===== src/rtl/key_pkg.sv =====
// Shared types and constants for the key event block: FSM state encoding,
// the scanner's "no key" code, key code width and a saturating increment.
package key_pkg;

    localparam int         KEY_W  = 4;
    localparam logic [4:0] NO_KEY = 5'h1F;

    typedef enum logic [1:0] {
        IDLE     = 2'd0,
        DEBOUNCE = 2'd1,
        HELD     = 2'd2,
        RELEASE  = 2'd3
    } key_state_t;

    function automatic logic [15:0] sat_inc16(input logic [15:0] v);
        return (v == 16'hFFFF) ? v : v + 16'd1;
    endfunction

endpackage


===== src/rtl/key_fifo.sv =====
// Small synchronous event queue. A push while full is only accepted when a
// pop happens in the same cycle; otherwise it is dropped and the contents
// stay as they were. The head reads as zero while the queue is empty.
module key_fifo
    import key_pkg::*;
#(
    parameter int DEPTH = 4,
    parameter int W     = KEY_W
) (
    input  logic         clk,
    input  logic         rst_n,
    input  logic         push,
    input  logic         pop,
    input  logic [W-1:0] din,
    output logic [W-1:0] dout,
    output logic         full,
    output logic         empty
);

    localparam int AW = (DEPTH > 1) ? $clog2(DEPTH) : 1;

    logic [W-1:0]  mem [DEPTH];
    logic [AW-1:0] wr_ptr;
    logic [AW-1:0] rd_ptr;
    logic [AW:0]   count;
    logic          do_push;
    logic          do_pop;

    assign empty   = (count == '0);
    assign full    = (count == (AW+1)'(DEPTH));
    assign do_pop  = pop && !empty;
    assign do_push = push && (!full || do_pop);
    assign dout    = empty ? '0 : mem[rd_ptr];

    // Storage array; contents are only meaningful between the pointers.
    always_ff @(posedge clk) begin
        if (do_push) begin
            mem[wr_ptr] <= din;
        end
    end

    // Pointer and occupancy bookkeeping.
    always_ff @(posedge clk) begin
        if (!rst_n) begin
            wr_ptr <= '0;
            rd_ptr <= '0;
            count  <= '0;
        end else begin
            if (do_push) wr_ptr <= wr_ptr + AW'(1);
            if (do_pop)  rd_ptr <= rd_ptr + AW'(1);
            case ({do_push, do_pop})
                2'b10:   count <= count + (AW+1)'(1);
                2'b01:   count <= count - (AW+1)'(1);
                default: count <= count;
            endcase
        end
    end

endmodule


===== src/rtl/key_event.sv =====
// Debounces scanned key codes into press events queued for a consumer.
// Optional auto-repeat while a key is held is built only when the macro
// KEY_REPEAT_EN is defined.
//
// state    | meaning
// IDLE     | no key seen, waiting for a scanner code
// DEBOUNCE | candidate code must persist DEB_CYCLES before acceptance
// HELD     | key accepted, key_down asserted
// RELEASE  | no-key run in progress; REL_CYCLES of it ends the press
module key_event
    import key_pkg::*;
#(
    parameter logic [15:0] DEB_CYCLES   = 16'd2000,
    parameter logic [15:0] REL_CYCLES   = 16'd256,
    parameter int          FIFO_DEPTH   = 4,
    parameter logic [23:0] REPEAT_DELAY = 24'd500000,
    parameter logic [23:0] REPEAT_RATE  = 24'd100000
) (
    input  logic             clk,
    input  logic             rst_n,
    input  logic [4:0]       key_val,
    output logic [KEY_W-1:0] key_code,
    output logic             key_valid,
    input  logic             key_ready,
    output logic             key_down,
    output logic             overflow,
    input  logic             clr_ovf
);

    key_state_t       state;
    logic [KEY_W-1:0] cand;
    logic [15:0]      deb_cnt;
    logic [15:0]      gap_cnt;
    logic [15:0]      gap_inc;
    logic             no_key;
    logic             same_key;
    logic             gap_done;
    logic             deb_done;
    logic             deb_push;
    logic             rep_push;
    logic             push;
    logic             full;
    logic             empty;
    logic             drop;

    assign no_key   = (key_val == NO_KEY);
    assign same_key = (key_val == {1'b0, cand});
    assign gap_inc  = sat_inc16(gap_cnt);
    assign gap_done = no_key && (gap_inc >= REL_CYCLES);
    assign deb_done = (deb_cnt >= (DEB_CYCLES - 16'd1));
    assign deb_push = (state == DEBOUNCE) && (no_key || same_key) && !gap_done && deb_done;
    assign push     = deb_push || rep_push;
    assign drop     = push && full && !(key_valid && key_ready);

    // Press/release sequencing; key_down is registered alongside the state.
    always_ff @(posedge clk) begin
        if (!rst_n) begin
            state    <= IDLE;
            cand     <= '0;
            deb_cnt  <= '0;
            gap_cnt  <= '0;
            key_down <= 1'b0;
        end else begin
            unique case (state)
                IDLE: begin
                    if (!no_key) begin
                        state   <= DEBOUNCE;
                        cand    <= key_val[KEY_W-1:0];
                        deb_cnt <= '0;
                        gap_cnt <= '0;
                    end
                end
                DEBOUNCE: begin
                    if (!no_key && !same_key) begin
                        cand    <= key_val[KEY_W-1:0];
                        deb_cnt <= '0;
                        gap_cnt <= '0;
                    end else if (gap_done) begin
                        state   <= IDLE;
                        deb_cnt <= '0;
                        gap_cnt <= '0;
                    end else if (deb_done) begin
                        state    <= HELD;
                        key_down <= 1'b1;
                        deb_cnt  <= '0;
                        gap_cnt  <= '0;
                    end else begin
                        deb_cnt <= sat_inc16(deb_cnt);
                        gap_cnt <= no_key ? gap_inc : '0;
                    end
                end
                HELD: begin
                    // Other codes are ignored: no rollover to a second key.
                    if (no_key) begin
                        state   <= RELEASE;
                        gap_cnt <= 16'd1;
                    end
                end
                RELEASE: begin
                    if (same_key) begin
                        state   <= HELD;
                        gap_cnt <= '0;
                    end else if (gap_done) begin
                        state    <= IDLE;
                        key_down <= 1'b0;
                        gap_cnt  <= '0;
                    end else if (no_key) begin
                        gap_cnt <= gap_inc;
                    end
                end
                default: state <= IDLE;
            endcase
        end
    end

`ifdef KEY_REPEAT_EN
    logic [23:0] rep_cnt;

    assign rep_push = ((state == HELD) || (state == RELEASE)) &&
                      (rep_cnt == REPEAT_DELAY - 24'd1);

    // Repeat timer: first repeat after REPEAT_DELAY, then rewound so the
    // next hit lands REPEAT_RATE cycles later.
    always_ff @(posedge clk) begin
        if (!rst_n) begin
            rep_cnt <= '0;
        end else if ((state == IDLE) || (state == DEBOUNCE)) begin
            rep_cnt <= '0;
        end else if (rep_push) begin
            rep_cnt <= REPEAT_DELAY - REPEAT_RATE;
        end else if (rep_cnt != 24'hFFFFFF) begin
            rep_cnt <= rep_cnt + 24'd1;
        end
    end
`else
    logic unused_rep;

    assign rep_push   = 1'b0;
    assign unused_rep = ^{REPEAT_DELAY, REPEAT_RATE};
`endif

    // Sticky overflow; a drop outranks a clear in the same cycle.
    always_ff @(posedge clk) begin
        if (!rst_n) begin
            overflow <= 1'b0;
        end else if (drop) begin
            overflow <= 1'b1;
        end else if (clr_ovf) begin
            overflow <= 1'b0;
        end
    end

    key_fifo #(
        .DEPTH (FIFO_DEPTH),
        .W     (KEY_W)
    ) u_fifo (
        .clk   (clk),
        .rst_n (rst_n),
        .push  (push),
        .pop   (key_ready),
        .din   (cand),
        .dout  (key_code),
        .full  (full),
        .empty (empty)
    );

    assign key_valid = !empty;

endmodule


===== config.mk =====
export PLATFORM = sky130hd
export DESIGN_NAME = key_event
export DESIGN_NICKNAME = d
export VERILOG_FILES = /design/src/rtl/key_pkg.sv /design/src/rtl/key_fifo.sv /design/src/rtl/key_event.sv
export SDC_FILE = /design/constraint.sdc
export NUM_CORES = 1
export LEC_CHECK = 0
export ABC_AREA = 1
export CAP_MARGIN = 20
export CORE_MARGIN = 3
export CORE_UTILIZATION = 40
export CTS_CLUSTER_SIZE = 20
export DETAILED_ROUTE_END_ITERATION = 6
export PLACE_DENSITY = 0.68
export RECOVER_POWER = 25
export SETUP_SLACK_MARGIN = 0.15
export SLEW_MARGIN = 20
export SYNTH_ARGS = -nofsm -noshare
export SYNTH_HDL_FRONTEND = slang
export SYNTH_SLANG_ARGS = --single-unit

===== constraint.sdc =====
create_clock -name clk -period 3.25 [get_ports clk]
set_input_delay 0.4875 -clock clk [delete_from_list [all_inputs] [get_ports clk]]
set_output_delay 0.4875 -clock clk [all_outputs]
set_load 0.005 [all_outputs]

==> summary.txt <==
Drt
  – Via count: 2736
  – Drt drc: 0
  – Drt pass-1 iters: 5
  – Vias per inst: 4.877
  – Routed WL: 6394 um
  – Wire per inst: 11.40 um
  – Post-route ant nets: 0
  – DRT iter0 DRCs: 96

Yosys
  – Cells after Synth: 431
  – Ys async rst share: 0
  – Area leader, netlist: dfxtp_1
  – Yosys reg bits: 65
  – Top_reg_cell synth: dfxtp_1
  – Synth Cell Area: 3248 um^2
  – Syn Area/Cell: 7.536 um^2
  – Top post-synthesis cells by area: dfxtp_1, edfxtp_1, nand2_1, inv_1, nor2_1
  – Count leader, synth: nand2_1
  – Synth warnings: 0
  – Post-synth top area share: 0.3020
  – Synth top cells by count: nand2_1, inv_1, nor2_1
  – Syn nets: 447
  – Number of synthesized flops with an enable pin: 16
  – Number of unique standard cell types used by synthesis: 37
  – Sequential share of the synthesized area: 0.4499

Layout
  – Nets: 470
  – Layout cell share with drive strength beyond 1: 0.08932
  – ANT cells: 0
  – Area grow syn2layout: 14.52%

Timing
  – Post-route minimum period: 2760 ps
  – FMAX: 362.4 MHz
  – Pins over their slew limit: 0
  – Final WS setup: 490.4 ps
  – Clock skew: 11.62 ps
  – Final Cycle Share: 0.8491
  – Worst slew pin tran: 741.4 ps
  – Setup violators final: 0
  – Unrepaired setup endpoints after global routing: false
  – Rel. slew slack: 0.5052
  – Fin. Hold Viols: 0
  – Fin Setup TNS: 0 ps

Setup path
  – Critical Path AT: 3000 ps
  – Crit path cell chain: ha_1 -> nand3_1 -> inv_2 -> nand2_2 -> inv_1 -> nand3_2 -> nand4_1 -> nor2_1 -> nand2_1 -> nand2_4 -> nand3_4 -> nand2_1 -> fa_1 -> inv_1 -> nand3_1 -> a21oi_1 -> nor2_1
  – CP Max Fanout: 8
  – Critical Path RT: 3490 ps
  – CP Capture Type: flip-flop
  – Setup crit start kind: flip-flop
  – CP max stage cell: dfxtp_1
  – CP delay by family, top: simple AND/OR/NAND/NOR gates
  – Buf+Inv Stages, Crit Path: 3
  – Critical Path Max Stage Delay: 420 ps
  – Worst setup path category: flip-flop to flip-flop

Global route
  – GR peak layer: met2
  – M1 GR Usage: 0.1687
  – Met2 GRT Util: 0.2662
  – GR Util All Layers: 0.1467
  – Initial antenna violation count: 0
  – Largest net degree at the start of global routing: 25
  – GRT overflow: 0
  – Vias in the first global route: 2542
  – First-pass GRT wire length: 10720 um
  – GRT met3 Usage: 0.02111

Clock tree
  – Max Root-Sink Buffers: 2
  – Htree depth: 3
  – Worst skew pair latency: 330 ps
  – Clock root buffer: clkbuf_8
  – Num Clock Sinks: 65
  – CTS tree: built
  – Cts bufs inserted: 9
  – Clock transition at path regs: 70 ps
  – Post-CTS Hold Fix Bufs: 0

Place
  – Setup Slack @ Placement: 301.7 ps
  – DP Wirelength: 4750 um
  – Buffers added on ports: 15
  – RePlAce Congestion: 0.8461

Die
  – Chip Height: 96.11 um
  – Die Width: 96.11 um
  – Row cnt: 32
  – IO Count: 16
  – Die area: 9237 um^2
  – CORE AREA: 7807 um^2
  – Initial Utilization: 0.4160

Status
  – Status: finished clean

Power
  – Static leakage: 0.001419 uW
  – Worst vdd ir: 0.1914 mV
  – Pwr dens: 579.5 nW/um^2
  – Design Power: 2156 uW

Run
  – # Max-Cap Violations: 0

Hold path
  – Hold WC Path Type: flip-flop to flip-flop
[layout make-up]
class	count	area (um^2)
inverter	62	232.7
tap	102	127.6
clock inverter	7	71.32
multi-input combinational	299	1538
clock buffer	9	123.9
timing repair buffer	17	165.2
fill	745	4088
sequential	65	1461
[through the flow]
step	hold slack, ps	utilization	std cells	instance area, um^2
after global placement	428.3	0.4508	545	3520
after CTS	444.9	0.4758	561	3715
after detailed placement	432.5	0.4508	545	3520
final	445.3	0.4764	561	3720
after floorplan	419.2	-	431	3248
after global routing	468.5	0.4764	561	3720
[tightest hold or removal path, cell delays in order (launching register included)]
cell     delay (ps)
dfxtp_1         320
nand2_1          60
nor2_1           30
[layout by cell type (no fill, tap or decap), types with 3 or more instances in the layout]
cell,synthesis,layout
nand3_1,33,32
edfxtp_1,16,16
clkdlybuf4s50_1,0,12
nand4_1,8,8
xnor2_1,4,4
dlygate4sd3_1,0,3
inv_1,58,58
nor2_2,4,4
or2_2,3,3
nand2_2,4,4
ha_1,6,6
nand2_1,79,79
o21ai_0,26,26
dfxtp_1,49,49
a21oi_1,36,36
xor2_1,4,4
inv_2,3,3
nor3_1,14,14
nor2_1,58,58
clkbuf_8,0,9
[flip-flops by register name (all words and copies together), names as in the netlist, named ones only]
name           count
cand               4
deb_cnt           16
gap_cnt           16
key_down           1
overflow           1
state              2
u_fifo.count       3
u_fifo.mem        16
u_fifo.rd_ptr      2
u_fifo.wr_ptr      2
[per-layer routing]
metal / vias to the layer above / routed length, um
met1: 1214 / 2886
met5: - / 0
met4: 0 / 100
met3: 11 / 191
met2: 53 / 3216
li1: 1458 / -
[power by group]
group	internal [uW]	switching [uW]	leakage (uW)
Sequential	897	69.1	0.000543
Clock	352	308	0.0000929
Combinational	220	309	0.000783
Total	1470	686	0.00142
[logic make-up (layout without fill, tap and decap cells)]
logic type               Yosys count  count (layout)  share of synthesized area
AND/OR/NAND/NOR                  212             212                     0.2974
buffers and inverters             67              95                    0.07820
XOR/XNOR                           8               8                    0.02157
adder cells (fa/ha/maj)            7               7                    0.02928
multiplexers                       1               1                   0.003467
AO/OA/AOI/OAI                     71              71                     0.1202
flip-flops                        65              65                     0.4499
[path summary, 6_finish.rpt]
check | start | endpoint | slack, ps | cells past startpoint
max reg2reg | gap_cnt[0] | u_fifo.count[2] | 490 | 17
min | deb_cnt[15] | deb_cnt[15] | 450 | 2
min reg2reg | deb_cnt[15] | deb_cnt[15] | 450 | 2
max | gap_cnt[0] | u_fifo.count[2] | 490 | 17
[timing repair]
item | 4_1_cts | 5_1_grt
gates resized for setup | 0 | 1
setup endpoints to repair | 0 | 1
setup buffers | 0 | 0
Power figures use the tool's default switching activity.
